### src/rtl/btn_event_pkg.sv
// rtl/btn_event_pkg.sv - shared types and helpers for the button event front end
package btn_event_pkg;

    typedef enum logic [1:0] {
        EVT_NONE    = 2'd0,
        EVT_PRESS   = 2'd1,
        EVT_RELEASE = 2'd2,
        EVT_REPEAT  = 2'd3
    } evt_kind_t;

    typedef enum logic [1:0] {
        RPT_IDLE,
        RPT_DELAY,
        RPT_REPEAT
    } rpt_state_t;

    // Bit positions inside a channel's pending vector
    localparam int PEND_P = 0;
    localparam int PEND_R = 1;
    localparam int PEND_L = 2;

    function automatic int max_int(input int a, input int b);
        return (a > b) ? a : b;
    endfunction

endpackage

### src/rtl/btn_channel.sv
// rtl/btn_channel.sv - one button: synchroniser, debouncer, typematic repeat FSM, pending events
module btn_channel
    import btn_event_pkg::*;
#(
    parameter int DEBOUNCE_COUNT = 100000,
    parameter int REPEAT_DELAY   = 2097152,
    parameter int REPEAT_PERIOD  = 524288
) (
    input  logic      clk,
    input  logic      rst_n,
    input  logic      noisy_i,
    input  logic      repeat_en_i,
    input  logic      consume_i,
    input  evt_kind_t consume_kind_i,
    output logic      clean_o,
    output logic [2:0] pend_o,
    output logic      drop_o
);

    localparam int CNT_W = $clog2(DEBOUNCE_COUNT + 1);
    localparam int RPT_W = max_int(1, $clog2(max_int(REPEAT_DELAY, REPEAT_PERIOD)));
    localparam logic [CNT_W-1:0] DB_MAX  = CNT_W'(DEBOUNCE_COUNT);
    localparam logic [RPT_W-1:0] RD_LAST = RPT_W'(REPEAT_DELAY - 1);
    localparam logic [RPT_W-1:0] RP_LAST = RPT_W'(REPEAT_PERIOD - 1);

    logic             s1_q, s2_q;
    logic             cand_q, cand_d;
    logic             clean_q, clean_d;
    logic [CNT_W-1:0] cnt_q, cnt_d;
    rpt_state_t       state_q, state_d;
    logic [RPT_W-1:0] rcnt_q, rcnt_d;
    logic [2:0]       pend_q, pend_d;
    logic             rise, fall;
    logic             raise_p, raise_r, raise_l;
    logic [2:0]       cons, keep;

    always_ff @(posedge clk or negedge rst_n) begin
        if (!rst_n) begin
            s1_q    <= 1'b0;
            s2_q    <= 1'b0;
            cand_q  <= 1'b0;
            clean_q <= 1'b0;
            cnt_q   <= '0;
            state_q <= RPT_IDLE;
            rcnt_q  <= '0;
            pend_q  <= '0;
        end else begin
            s1_q    <= noisy_i;
            s2_q    <= s1_q;
            cand_q  <= cand_d;
            clean_q <= clean_d;
            cnt_q   <= cnt_d;
            state_q <= state_d;
            rcnt_q  <= rcnt_d;
            pend_q  <= pend_d;
        end
    end

    always_comb begin
        cand_d  = cand_q;
        cnt_d   = cnt_q;
        clean_d = clean_q;
        if (s2_q != cand_q) begin
            cand_d = s2_q;
            cnt_d  = '0;
        end else if (cnt_q == DB_MAX) begin
            if (clean_q != cand_q) clean_d = cand_q;
        end else begin
            cnt_d = cnt_q + 1'b1;
        end
    end

    // Edges are taken from the debouncer update itself so PRESS lands with clean_o
    assign rise = clean_d & ~clean_q;
    assign fall = ~clean_d & clean_q;

    always_comb begin
        state_d = state_q;
        rcnt_d  = rcnt_q;
        raise_p = 1'b0;
        raise_r = 1'b0;
        raise_l = 1'b0;
        if (fall) begin
            raise_l = 1'b1;
            state_d = RPT_IDLE;
            rcnt_d  = '0;
        end else begin
            case (state_q)
                RPT_IDLE: begin
                    if (rise) begin
                        raise_p = 1'b1;
                        state_d = RPT_DELAY;
                        rcnt_d  = '0;
                    end
                end
                RPT_DELAY: begin
                    if (!repeat_en_i) begin
                        rcnt_d = '0;
                    end else if (rcnt_q == RD_LAST) begin
                        raise_r = 1'b1;
                        state_d = RPT_REPEAT;
                        rcnt_d  = '0;
                    end else begin
                        rcnt_d = rcnt_q + 1'b1;
                    end
                end
                RPT_REPEAT: begin
                    if (!repeat_en_i) begin
                        rcnt_d = '0;
                    end else if (rcnt_q == RP_LAST) begin
                        raise_r = 1'b1;
                        rcnt_d  = '0;
                    end else begin
                        rcnt_d = rcnt_q + 1'b1;
                    end
                end
                default: begin
                    state_d = RPT_IDLE;
                    rcnt_d  = '0;
                end
            endcase
        end
    end

    always_comb begin
        cons         = '0;
        cons[PEND_P] = consume_i && (consume_kind_i == EVT_PRESS);
        cons[PEND_R] = consume_i && (consume_kind_i == EVT_REPEAT);
        cons[PEND_L] = consume_i && (consume_kind_i == EVT_RELEASE);
        keep         = pend_q & ~cons;
        pend_d       = keep;
        drop_o       = 1'b0;
        // A press behind an undelivered release would reorder the stream, so it is dropped
        if (raise_p) begin
            if (keep[PEND_P] || keep[PEND_L]) drop_o = 1'b1;
            else                              pend_d[PEND_P] = 1'b1;
        end
        if (raise_r) begin
            if (keep[PEND_R]) drop_o = 1'b1;
            else              pend_d[PEND_R] = 1'b1;
        end
        if (raise_l) begin
            if (keep[PEND_L]) drop_o = 1'b1;
            else              pend_d[PEND_L] = 1'b1;
        end
    end

    assign clean_o = clean_q;
    assign pend_o  = pend_q;

endmodule

### src/rtl/btn_event_ctrl.sv
// rtl/btn_event_ctrl.sv - N-channel button front end merged into one round-robin event stream
module btn_event_ctrl
    import btn_event_pkg::*;
#(
    parameter int NUM_BTNS       = 5,
    parameter int DEBOUNCE_COUNT = 100000,
    parameter int REPEAT_DELAY   = 2097152,
    parameter int REPEAT_PERIOD  = 524288
) (
    input  logic                        clk,
    input  logic                        rst_n,
    input  logic [NUM_BTNS-1:0]         noisy_in,
    input  logic [NUM_BTNS-1:0]         repeat_en,
    output logic [NUM_BTNS-1:0]         clean_out,
    output logic                        evt_valid,
    input  logic                        evt_ready,
    output logic [$clog2(NUM_BTNS)-1:0] evt_id,
    output logic [1:0]                  evt_kind,
    output logic                        ovf,
    input  logic                        ovf_clr
);

    localparam int ID_W = $clog2(NUM_BTNS);

    logic [2:0]          pend_w [NUM_BTNS];
    logic [NUM_BTNS-1:0] drop_w;
    logic [NUM_BTNS-1:0] consume_w;

    logic                evt_valid_q, evt_valid_d;
    logic [ID_W-1:0]     evt_id_q, evt_id_d;
    evt_kind_t           evt_kind_q, evt_kind_d;
    logic [ID_W-1:0]     rr_ptr_q, rr_ptr_d;
    logic                ovf_q, ovf_d;

    logic                load;
    logic                found;
    logic [ID_W-1:0]     pick_id;
    evt_kind_t           pick_kind;
    logic [ID_W-1:0]     scan_idx;

    for (genvar g = 0; g < NUM_BTNS; g++) begin : g_ch
        assign consume_w[g] = load && found && (pick_id == ID_W'(g));

        btn_channel #(
            .DEBOUNCE_COUNT (DEBOUNCE_COUNT),
            .REPEAT_DELAY   (REPEAT_DELAY),
            .REPEAT_PERIOD  (REPEAT_PERIOD)
        ) u_ch (
            .clk            (clk),
            .rst_n          (rst_n),
            .noisy_i        (noisy_in[g]),
            .repeat_en_i    (repeat_en[g]),
            .consume_i      (consume_w[g]),
            .consume_kind_i (pick_kind),
            .clean_o        (clean_out[g]),
            .pend_o         (pend_w[g]),
            .drop_o         (drop_w[g])
        );
    end

    assign load = !evt_valid_q || evt_ready;

    // Scan starts one past the last served channel so a busy button cannot starve the rest
    always_comb begin
        found     = 1'b0;
        pick_id   = '0;
        pick_kind = EVT_NONE;
        scan_idx  = '0;
        for (int i = 1; i <= NUM_BTNS; i++) begin
            scan_idx = ID_W'((int'(rr_ptr_q) + i) % NUM_BTNS);
            if (!found && (pend_w[scan_idx] != 3'b000)) begin
                found   = 1'b1;
                pick_id = scan_idx;
                if (pend_w[scan_idx][PEND_P])      pick_kind = EVT_PRESS;
                else if (pend_w[scan_idx][PEND_R]) pick_kind = EVT_REPEAT;
                else                               pick_kind = EVT_RELEASE;
            end
        end
    end

    always_comb begin
        evt_valid_d = evt_valid_q;
        evt_id_d    = evt_id_q;
        evt_kind_d  = evt_kind_q;
        rr_ptr_d    = rr_ptr_q;
        if (load) begin
            evt_valid_d = found;
            if (found) begin
                evt_id_d   = pick_id;
                evt_kind_d = pick_kind;
                rr_ptr_d   = pick_id;
            end
        end
        if (|drop_w)      ovf_d = 1'b1;
        else if (ovf_clr) ovf_d = 1'b0;
        else              ovf_d = ovf_q;
    end

    always_ff @(posedge clk or negedge rst_n) begin
        if (!rst_n) begin
            evt_valid_q <= 1'b0;
            evt_id_q    <= '0;
            evt_kind_q  <= EVT_NONE;
            rr_ptr_q    <= '0;
            ovf_q       <= 1'b0;
        end else begin
            evt_valid_q <= evt_valid_d;
            evt_id_q    <= evt_id_d;
            evt_kind_q  <= evt_kind_d;
            rr_ptr_q    <= rr_ptr_d;
            ovf_q       <= ovf_d;
        end
    end

    assign evt_valid = evt_valid_q;
    assign evt_id    = evt_id_q;
    assign evt_kind  = evt_kind_q;
    assign ovf       = ovf_q;

endmodule
### config.mk
export PLATFORM = sky130hd
export DESIGN_NAME = btn_event_ctrl
export DESIGN_NICKNAME = d
export VERILOG_FILES = /design/src/rtl/btn_event_pkg.sv /design/src/rtl/btn_channel.sv /design/src/rtl/btn_event_ctrl.sv
export SDC_FILE = /design/constraint.sdc
export NUM_CORES = 1
export LEC_CHECK = 0
export CORE_MARGIN = 8
export CORE_UTILIZATION = 30
export CTS_CLUSTER_SIZE = 28
export DETAILED_ROUTE_END_ITERATION = 10
export HOLD_SLACK_MARGIN = 0.05
export PLACE_DENSITY = 0.44
export SYNTH_ARGS = -nofsm -noshare
export SYNTH_HDL_FRONTEND = slang
export SYNTH_SLANG_ARGS = --single-unit
export TNS_END_PERCENT = 50
### constraint.sdc
create_clock -name clk -period 7 [get_ports clk]
set_input_delay 1.4 -clock clk [delete_from_list [all_inputs] [get_ports clk]]
set_output_delay 1.4 -clock clk [all_outputs]
set_load 0.05 [all_outputs]
* After elaboration in Yosys (flattened, before gate mapping)
Index checks and enable logic that the tools add are counted.
Storage, ports and cells: register bits 242, input port bits 14, output and inout port bits 12, word-level logic and storage cells 453
Operators by class: $add $sub $neg 15, div/mod/pow operators 5, magnitude comparators 5, eq/ne operators 67, multiplexer cells 227, bitwise gates (word level) 35, reduce and logical (&&, ||, !) cells 55
Operators by type and width (number):
- 21-bit two-way mux | 30
- 21-bit one-hot mux with 3 select lines | 5
- 17-bit two-way mux | 10
- 32-bit by 4-bit modulo with 32-bit output, second input constant | 5
- 1-bit two-way mux | 122
- 21-bit by 1-bit adder with 21-bit output, second input constant | 5
- 21-bit by 19-bit == test with 1-bit output, second input constant | 5
- 21-bit == test, second input constant | 5
- 17-bit by 1-bit adder with 17-bit output, second input constant | 5
- 17-bit == test, second input constant | 5
- 2-bit two-way mux | 30
- 3-bit binary-select mux with 3-bit select | 5
- 3-bit two-way mux | 15
- 3-bit by 1-bit inequality test with 1-bit output, second input constant | 10
- 2-bit one-hot mux with 3 select lines | 5
- 1-bit logical AND | 25
- 4-bit >= comparator, second input constant | 5
- 2-bit by 1-bit inequality test with 1-bit output, second input constant | 10
- 3-bit inverter with 4-bit output | 5
- 4-bit AND reduction | 5
- 3-bit AND | 5
- 3-bit by 2-bit inequality test with 1-bit output, second input constant | 5
- 3-bit inverter | 5
- 3-bit nonzero test | 5
- 19 further kinds | 77

* Logic depth before layout (Yosys ltp)
Gate-level depths: netlist of run 1.
depth in word-level cells 34, depth in mapped cells 25, mapped depth without buffers 20

* Hierarchy
A second synthesis of run 1 with hierarchy kept.
Second synthesis, totals: cells, all modules 1894, area, all modules 16614.7 um^2
By module, submodules not included:
- btn_channel at g_ch[0].u_ch ... | instances 4, cells each 296, area an instance 2667.6 um^2, seq. area each 1176.1 um^2
- btn_event_ctrl | instances 1, cells each 413, area an instance 3220.6 um^2, seq. area each 175.2 um^2
- btn_channel at g_ch[4].u_ch | instances 1, cells each 297, area an instance 2723.9 um^2, seq. area each 1176.1 um^2

* Least setup slack after synthesis of run 1
No wires, ideal clock.
kind flip-flop to flip-flop, from register rr_ptr_q[0], to register ovf_q (netlist: ovf), setup time 133 ps, arrival time 6187 ps, required time 6867 ps, path slack 680 ps, stages on the path, launching flop included 24, buffers on the path 3, clock period less this slack 6320 ps, cells stage by stage dfrtp_1 -> buf_6 -> inv_1 -> buf_1 -> ha_1 -> ha_1 -> or4b_1 -> and3_4 -> xnor2_1 -> ha_1 -> nor2b_1 -> nor2_1 -> a211oi_4 -> mux2_2 -> nand2_1 -> o22ai_4 -> or3_1 -> and3_4 -> o31ai_2 -> buf_6 -> nor3b_2 -> a211oi_1 -> nor4_1 -> nand3_1
On the way: word-level cells in the longest chain between the ends 34, elaborated cells between the ends (all ways) 145, classes of those cells add/sub (5); div (5); eq/ne (7); mux (71); bitwise (15); reduce/logical (42)
RTL lines:
- start: declaration | RTL line btn_event_ctrl.sv:32 | logic [ID_W-1:0] rr_ptr_q, rr_ptr_d;
- start signal: assignment | RTL line btn_event_ctrl.sv:110 | rr_ptr_q <= rr_ptr_d;
- 3-bit by 1-bit adder with 4-bit output | RTL line btn_event_ctrl.sv:70 | scan_idx = ID_W'((int'(rr_ptr_q) + i) % NUM_BTNS);
- 32-bit by 4-bit modulo with 32-bit output | RTL line btn_event_ctrl.sv:70
- 3-bit inverter with 4-bit output (implied by the code) | RTL line btn_event_ctrl.sv:71, btn_event_ctrl.sv:74, btn_event_ctrl.sv:75
- 3-bit binary-select mux with 3-bit select | RTL line btn_event_ctrl.sv:71, btn_event_ctrl.sv:74, btn_event_ctrl.sv:75
- 3-bit two-way mux (implied by the code) (2 in a row) | RTL line btn_event_ctrl.sv:75 | else if (pend_w[scan_idx][PEND_R]) pick_kind = EVT_REPEAT;
- 3-bit nonzero test | RTL line btn_event_ctrl.sv:71 | if (!found && (pend_w[scan_idx] != 3'b000)) begin
- 1-bit two-way mux | RTL line btn_event_ctrl.sv:71
- 1-bit logical NOT | RTL line btn_event_ctrl.sv:71
- [17 not listed]
- 1-bit two-way mux | RTL line btn_channel.sv:135 | if (keep[PEND_P] || keep[PEND_L]) drop_o = 1'b1;
- 1-bit two-way mux | RTL line btn_channel.sv:134 | if (raise_p) begin
- 1-bit two-way mux | RTL line btn_channel.sv:139 | if (keep[PEND_R]) drop_o = 1'b1;
- 1-bit two-way mux | RTL line btn_channel.sv:138 | if (raise_r) begin
- 1-bit two-way mux | RTL line btn_channel.sv:143 | if (keep[PEND_L]) drop_o = 1'b1;
- 1-bit two-way mux | RTL line btn_channel.sv:142 | if (raise_l) begin
- 5-bit OR reduction (*) | RTL line btn_event_ctrl.sv:94 | if (|drop_w) ovf_d = 1'b1;
- 1-bit two-way mux / 2-bit nonzero test (equally long branches)
- end signal: assignment | RTL line btn_event_ctrl.sv:111 | ovf_q <= ovf_d;
- end: declaration | RTL line btn_event_ctrl.sv:33 | logic ovf_q, ovf_d;
Every way passes the cells marked *; elsewhere a longest branch is shown, timed or not. The select of a mux whose other input is x is not followed. A chain may end at the register's enable or synchronous reset.

* Worst setup path after layout of run 1
from register rr_ptr_q[1], to register ovf_q (netlist: ovf)
The elaborated chain is that of the path after synthesis.

==> impl_metrics.ini, run 1 <==
[setup_path]
cp-start-kind = register
max_stage_delay_ns = 0.58
critPathCaptureType = register
crit_chain = buf_4 > ha_1 > xor2_1 > ha_1 > or4b_1 > and3_4 > xnor2_1 > ha_1 > nor2b_1 > nor2_1 > a211oi_4 > mux2_2 > nand2_1 > o22ai_4 > or3_1 > and3_4 > o31ai_2 > nor3b_4 > a211oi_1 > a2111oi_2 > nand3_1
cpMaxStageDelayCell = o31ai_2
crit_fanout = 16
cp.required_ns = 7.44
arrival_ns = 6.80
cp_common_cell = ha_1
crit_type = reg -> reg

[placement]
dpl_cell_area_sq_um = 16600
placed_cells = 2463
hpwl_um = 28500
gp_congestion = 0.871
numPortBuffers = 25

[floorplan]
die_h_um = 244
dieArea_sq_um = 59500
fp.dieW_um = 244
core_sq_um = 51300
num_io_pins = 26
initial_core_util = 0.304
row_count = 83

[yosys]
ys_seq_elements = 242
synth_area_leaders = dfrtp_1 (39%), nand2_1 (5.3%), nor2_1 (5.1%)
synth_top_area_frac = 0.388
avgSynthCellArea_sq_um = 8.65
synth-xor-area-share = 0.0650
syn_inst = 1803
synth_edf_count = 0
synth_area_leader_cell = dfrtp_1
synthAdderAreaFrac = 0.0425
yosysUniqueCellTypes = 106
synthMuxAreaShare = 0.0274
synthArstFlopShare = 1.00
synthFlopType = dfrtp_1
synthTopCellsByCount = dfrtp_1 (242), nand2_1 (221), nor2_1 (210)
ys.warnings.count = 0
synth_fp_nets = 1870
synth_compound_area_frac = 0.183
synthSimpleGateAreaFrac = 0.258
synth_top_family_by_area = simple AND/OR/NAND/NOR gates
yosysMostFrequentCell = dfrtp_1
ys_seq_area_frac = 0.388
netlist_area_sq_um = 15600

[cts]
cts_setup_buffers = 0
cts_made_buffers = 31
cts_resized = 0
cts-root-buf = clkbuf_16
cts_max_level = 1
clk_latency_ns = 0.58
cts.sinks = 242
clk_path_buf_depth = 3
cts_tree = yes
clkTransAtPathRegs_ns = 0.07
holdBufCountCts = 0

[layout]
area_delta_synth_final_pct = 13.2
seqCellArea_sq_um = 6060
finalNonFillerCells = 2518
design_area_sq_um = 17700
nets = 1883
drive_above_1_share = 0.0724
multi_input_area_sq_um = 8980
fillers = 5335
diodes = 0

[grt]
grt_pass1_wl_um = 67500
grt_overflow = 0
grt.busiest_layer = met2
grt_start_max_net_pins = 114
met3_usage = 0.0230
grt_use_met1 = 0.186
grt_pass1_vias = 12671
grt_antenna_before_repair = 2
met2_usage = 0.206
grt_usage = 0.134

[power_and_ir_drop]
leakagePower_nw = 7.30
vdd_ir_drop_max_v = 0.000364
total_power_mw = 7.34
powerDensity_nw_per_um2 = 416

[sta]
hold_viol = 0
tns_ns = 0
period_share = 0.910
finalSetupViolCount = 0
hold_slack_ns = 0.348
slew_violations = 0
rsz0062_at_grt = false
max_freq_mhz = 157
finClkSkew_ns = 0.0223
tightest_slew_ns = 1.10
min_period_ns = 6.37
relSlewSlack = 0.261

[drt]
drt_wl_total_um = 40600
wl_per_cell_um = 16.1
drt-pass1-iter-count = 5
postRouteAntennaNets = 0
drc = 0
viasPerCell = 5.20
num_vias = 13095
drt_iter0_markers = 833

[job]
cap_viol_max_count = 0

[run_status]
outcome = finished, final reports clean

[min_path]
hold_path.class = reg -> reg
[worst max-delay path, delay by kind of cell, from the launching register on]
| kind | cells | cell delay, ns |
|---|---|---|
| and+or+nand+nor | 9 | 2.29 |
| DFF | 1 | 0.38 |
| adders and majority gates | 3 | 0.77 |
| xor gates and xnor gates | 2 | 0.57 |
| AOI/OAI and AO/OA | 5 | 1.57 |
| muxes | 1 | 0.42 |
| buffers and inverters | 1 | 0.20 |
[cells in the final DEF, fill, tap and decap left out, drive strengths merged, types with 14 or more instances in the layout]
| cell type | n |
|---|---|
| nand3 | 82 |
| nor2b | 21 |
| o21ai | 153 |
| clkbuf | 47 |
| and3 | 55 |
| nand2b | 35 |
| nand4 | 34 |
| nor3 | 22 |
| clkdlybuf4s50 | 24 |
| dfrtp | 242 |
| xor2 | 72 |
| a21oi | 78 |
| mux2i | 21 |
| xnor2 | 42 |
| nor2 | 210 |
| inv | 63 |
| buf | 23 |
| o31ai | 22 |
| a31oi | 19 |
| and2 | 14 |
| ha | 53 |
| nand2 | 221 |
| or3 | 31 |
[registers in the layout, indices dropped and copies added, names as in the netlist]
register	count
rr_ptr_q	3
ovf	1
evt_valid	1
evt_kind	2
g_ch.u_ch.cnt_q	85
g_ch.u_ch.cand_q	5
g_ch.u_ch.rcnt_q	105
g_ch.u_ch.pend_o	15
g_ch.u_ch.state_q	10
g_ch.u_ch.clean_o	5
g_ch.u_ch.s2_q	5
g_ch.u_ch.s1_q	5
[power by group]
part / leakage, nW / total (mW) / internal (mW) / switching [mW]
clock network: 0.537 / 1.71 / 1.08 / 0.627
logic: 3.50 / 4.07 / 1.49 / 2.58
registers: 3.26 / 1.57 / 1.46 / 0.111
[metrics by stage]
stage | utilization | setup slack (ns)
floorplan | - | 0.680
global placement | 0.323 | 0.830
detailed placement | 0.323 | 0.748
CTS | 0.344 | 0.699
global route | 0.344 | 0.325
finish | 0.344 | 0.633
[cell type report]
cell class              instances  area share
inverters                      64      0.0137
repair buffers                 47      0.0245
clock buffers                  47      0.0519
clock inverters                 8      0.0102
flip-flops and latches        242       0.343
multi-input cells            1430       0.509
well taps                     680      0.0482
[kinds of logic after synthesis]
logic type / after synthesis
AOI/OAI and AO/OA: 425
and+or+nand+nor: 803
adders and majority gates: 53
DFF: 242
muxes: 35
xor gates and xnor gates: 114
buffers and inverters: 131
[final timing paths]
kind                                   startpoint                endpoint  slack (ns)  cells after the start
worst min register to register  g_ch[1].u_ch.s1_q       g_ch[1].u_ch.s2_q        0.35                      0
worst min-delay path            g_ch[1].u_ch.s1_q       g_ch[1].u_ch.s2_q        0.35                      0
min in group asynchronous                   rst_n  g_ch[2].u_ch.rcnt_q[3]        0.91                      1
max in group asynchronous                   rst_n   g_ch[1].u_ch.cnt_q[5]        4.86                      2
worst max register to register        rr_ptr_q[1]                     ovf        0.63                     21
worst max-delay path                  rr_ptr_q[1]                     ovf        0.63                     21
[per-layer routing]
metal | routed length, um | vias up
li1 | - | 6492
met1 | 20000 | 6302
met2 | 17600 | 216
met3 | 1630 | 81
met4 | 1290 | 4
met5 | 27 | -
Power figures use the tool's default switching activity.
==> inputs of run 2 (changes only) <==
--- a/config.mk
+++ b/config.mk
@@ -5,12 +5,15 @@
 export SDC_FILE = /design/constraint.sdc
 export NUM_CORES = 1
 export LEC_CHECK = 0
+export CELL_PAD_IN_SITES_DETAIL_PLACEMENT = 1
+export CELL_PAD_IN_SITES_GLOBAL_PLACEMENT = 1
 export CORE_MARGIN = 8
 export CORE_UTILIZATION = 30
 export CTS_CLUSTER_SIZE = 28
 export DETAILED_ROUTE_END_ITERATION = 10
 export HOLD_SLACK_MARGIN = 0.05
-export PLACE_DENSITY = 0.44
+export PLACE_DENSITY = 0.54
+export SETUP_SLACK_MARGIN = 0.2
 export SYNTH_ARGS = -nofsm -noshare
 export SYNTH_HDL_FRONTEND = slang
 export SYNTH_SLANG_ARGS = --single-unit
==> run 2 against run 1 <==
Utilization is 0.11 points lower. Routed wire length rose by 9.5%. Total power shrank 0.95%. Critical path depth down 1. Register-to-register slack better by 0.08 ns. Cell count hardly changed. Worst hold slack better by 0.0019 ns. Combinational power is essentially flat. Critical path type unchanged. Largest power group unchanged. Highest routed layer unchanged.
==> impl_metrics.ini, run 2 (synthesized netlist as in run 1, its figures left out) <==
[layout]
layout_common_cells = dfrtp_1 (241), nand2_1 (221), nor2_1 (210)
top_register = g_ch.u_ch.rcnt_q
area_delta_synth_final_pct = 12.9
diodes = 0
nets = 1884
layout_commonest_cell = dfrtp_1
drive_above_1_share = 0.0745
largest_reg_flops = 105

[grt]
grt_overflow = 0
grt_pass1_vias = 13858
grt_pass1_wl_um = 74100
grt_usage = 0.148
grt_start_max_net_pins = 150
grt_antenna_before_repair = 1

[placement]
numPortBuffers = 25
gp_congestion = 0.825
hpwl_um = 31400

[setup_path]
cp-start-kind = register
cp.required_ns = 7.46
cp_common_cell = ha_1
worst-path-buf-inv = 1
crit_chain = inv_1 > ha_1 > ha_1 > or4b_1 > and3_4 > xnor2_1 > ha_1 > nor2b_1 > nor2_1 > a211oi_4 > mux2_2 > nand2_1 > o22ai_4 > or3_1 > and3_4 > o31ai_2 > nor3b_4 > a211oi_1 > a2111oi_2 > nand3_1
cpLargestDelayFamily = simple AND/OR/NAND/NOR gates
r2r_setup_slack_ns = 0.71
arrival_ns = 6.75
crit_fanout = 8
cpMaxStageDelayCell = dfrtp_1
crit_type = reg -> reg
max_stage_delay_ns = 0.51
critPathCaptureType = register

[floorplan]
fp.dieW_um = 244
dieArea_sq_um = 59500
num_io_pins = 26
initial_core_util = 0.304
row_count = 83
die_h_um = 244
core_sq_um = 51300

[sta]
tns_ns = 0
finClkSkew_ns = 0.0287
period_share = 0.899
hold_viol = 0
min_period_ns = 6.29
relSlewSlack = 0.337
max_freq_mhz = 159
slew_violations = 0
tightest_slew_ns = 0.992
rsz0062_at_grt = false
finalSetupViolCount = 0

[cts]
clk_latency_ns = 0.58
cts-root-buf = clkbuf_16
cts.sinks = 242
clk_path_buf_depth = 3
cts_made_buffers = 30
cts_tree = yes
clkTransAtPathRegs_ns = 0.07
cts_setup_buffers = 0
holdBufCountCts = 0
cts_max_level = 1

[power_and_ir_drop]
vdd_ir_drop_max_v = 0.000272
leakagePower_nw = 7.27
total_power_mw = 7.27
powerDensity_nw_per_um2 = 413

[drt]
postRouteAntennaNets = 0
drt-pass1-iter-count = 5
drt_iter0_markers = 654
viasPerCell = 5.32
num_vias = 13394
drc = 0
drt_wl_total_um = 44500
wl_per_cell_um = 17.7

[min_path]
hold_path.class = reg -> reg

[run_status]
outcome = finished, final reports clean

[job]
cap_viol_max_count = 0
[run 2: cell types whose count changed in the layout (fill, tap and decap cells not counted), sizes merged]
cell,delta
bufinv,-3
buf,+2
clkinv,+2
clkinvlp,+2
inv,-1
[run 2: final timing paths]
check,from,endpoint,cells after the start
min,g_ch[2].u_ch.s1_q,g_ch[2].u_ch.s2_q,0
max reg2reg,rr_ptr_q[1],ovf,20
min in group asynchronous,rst_n,g_ch[3].u_ch.rcnt_q[0],1
max,rr_ptr_q[1],ovf,20
max in group asynchronous,rst_n,g_ch[1].u_ch.rcnt_q[20],2
min reg2reg,g_ch[2].u_ch.s1_q,g_ch[2].u_ch.s2_q,0
[run 2: power by group]
group | internal [mW] | switching [mW] | total [mW]
Sequential | 1.46 | 0.116 | 1.57
Combinational | 1.49 | 2.60 | 4.09
Clock | 0.973 | 0.634 | 1.61
[run 2: per-stage QoR]
stage | area, sq um | hold WS [ns] | util | instances | worst slack [ns]
floorplan | 15600 | 0.331 | - | 1803 | 0.680
global placement | 16600 | 0.332 | 0.323 | 2465 | 0.949
detailed placement | 16600 | 0.339 | 0.323 | 2465 | 0.787
CTS | 17600 | 0.353 | 0.343 | 2520 | 0.754
global route | 17600 | 0.369 | 0.343 | 2520 | 0.229
finish | 17600 | 0.350 | 0.343 | 2520 | 0.708
[run 2: timing repair]
action                                 in CTS  in global routing
setup endpoints to repair                   0                  1
resized for setup                           0                  1
endpoints found under the hold margin       0                  0
[run 2: layout make-up]
| type | count | area [sq um] |
|---|---|---|
| Clock buffer | 47 | 926 |
| Timing Repair Buffer | 49 | 448 |
| Fill cell | 6039 | 33700 |
| Inverter | 64 | 241 |
| Tap cell | 680 | 851 |
| Clock inverter | 8 | 95.1 |
| Sequential cell | 242 | 6060 |
| Multi-Input combinational cell | 1430 | 8980 |
[run 2: worst reg2reg max path, delay by kind of cell, from the launching register on]
kind            cells  cell delay, ns
compound gates      5            1.37
buf+inv             1            0.23
mux                 1            0.43
simple gates        9            2.28
fa+ha+maj           3            0.88
xor+xnor            1            0.48
flops               1            0.51
[run 2: metal layers]
metal	vias up	track usage	share of wire	routed length (um)
met3	81	0.0216	0.036	1580
met4	2	0.0499	0.030	1320
met2	174	0.240	0.46	20300
met5	-	0	0.00029	13
met1	6671	0.200	0.48	21300
li1	6466	-	-	-
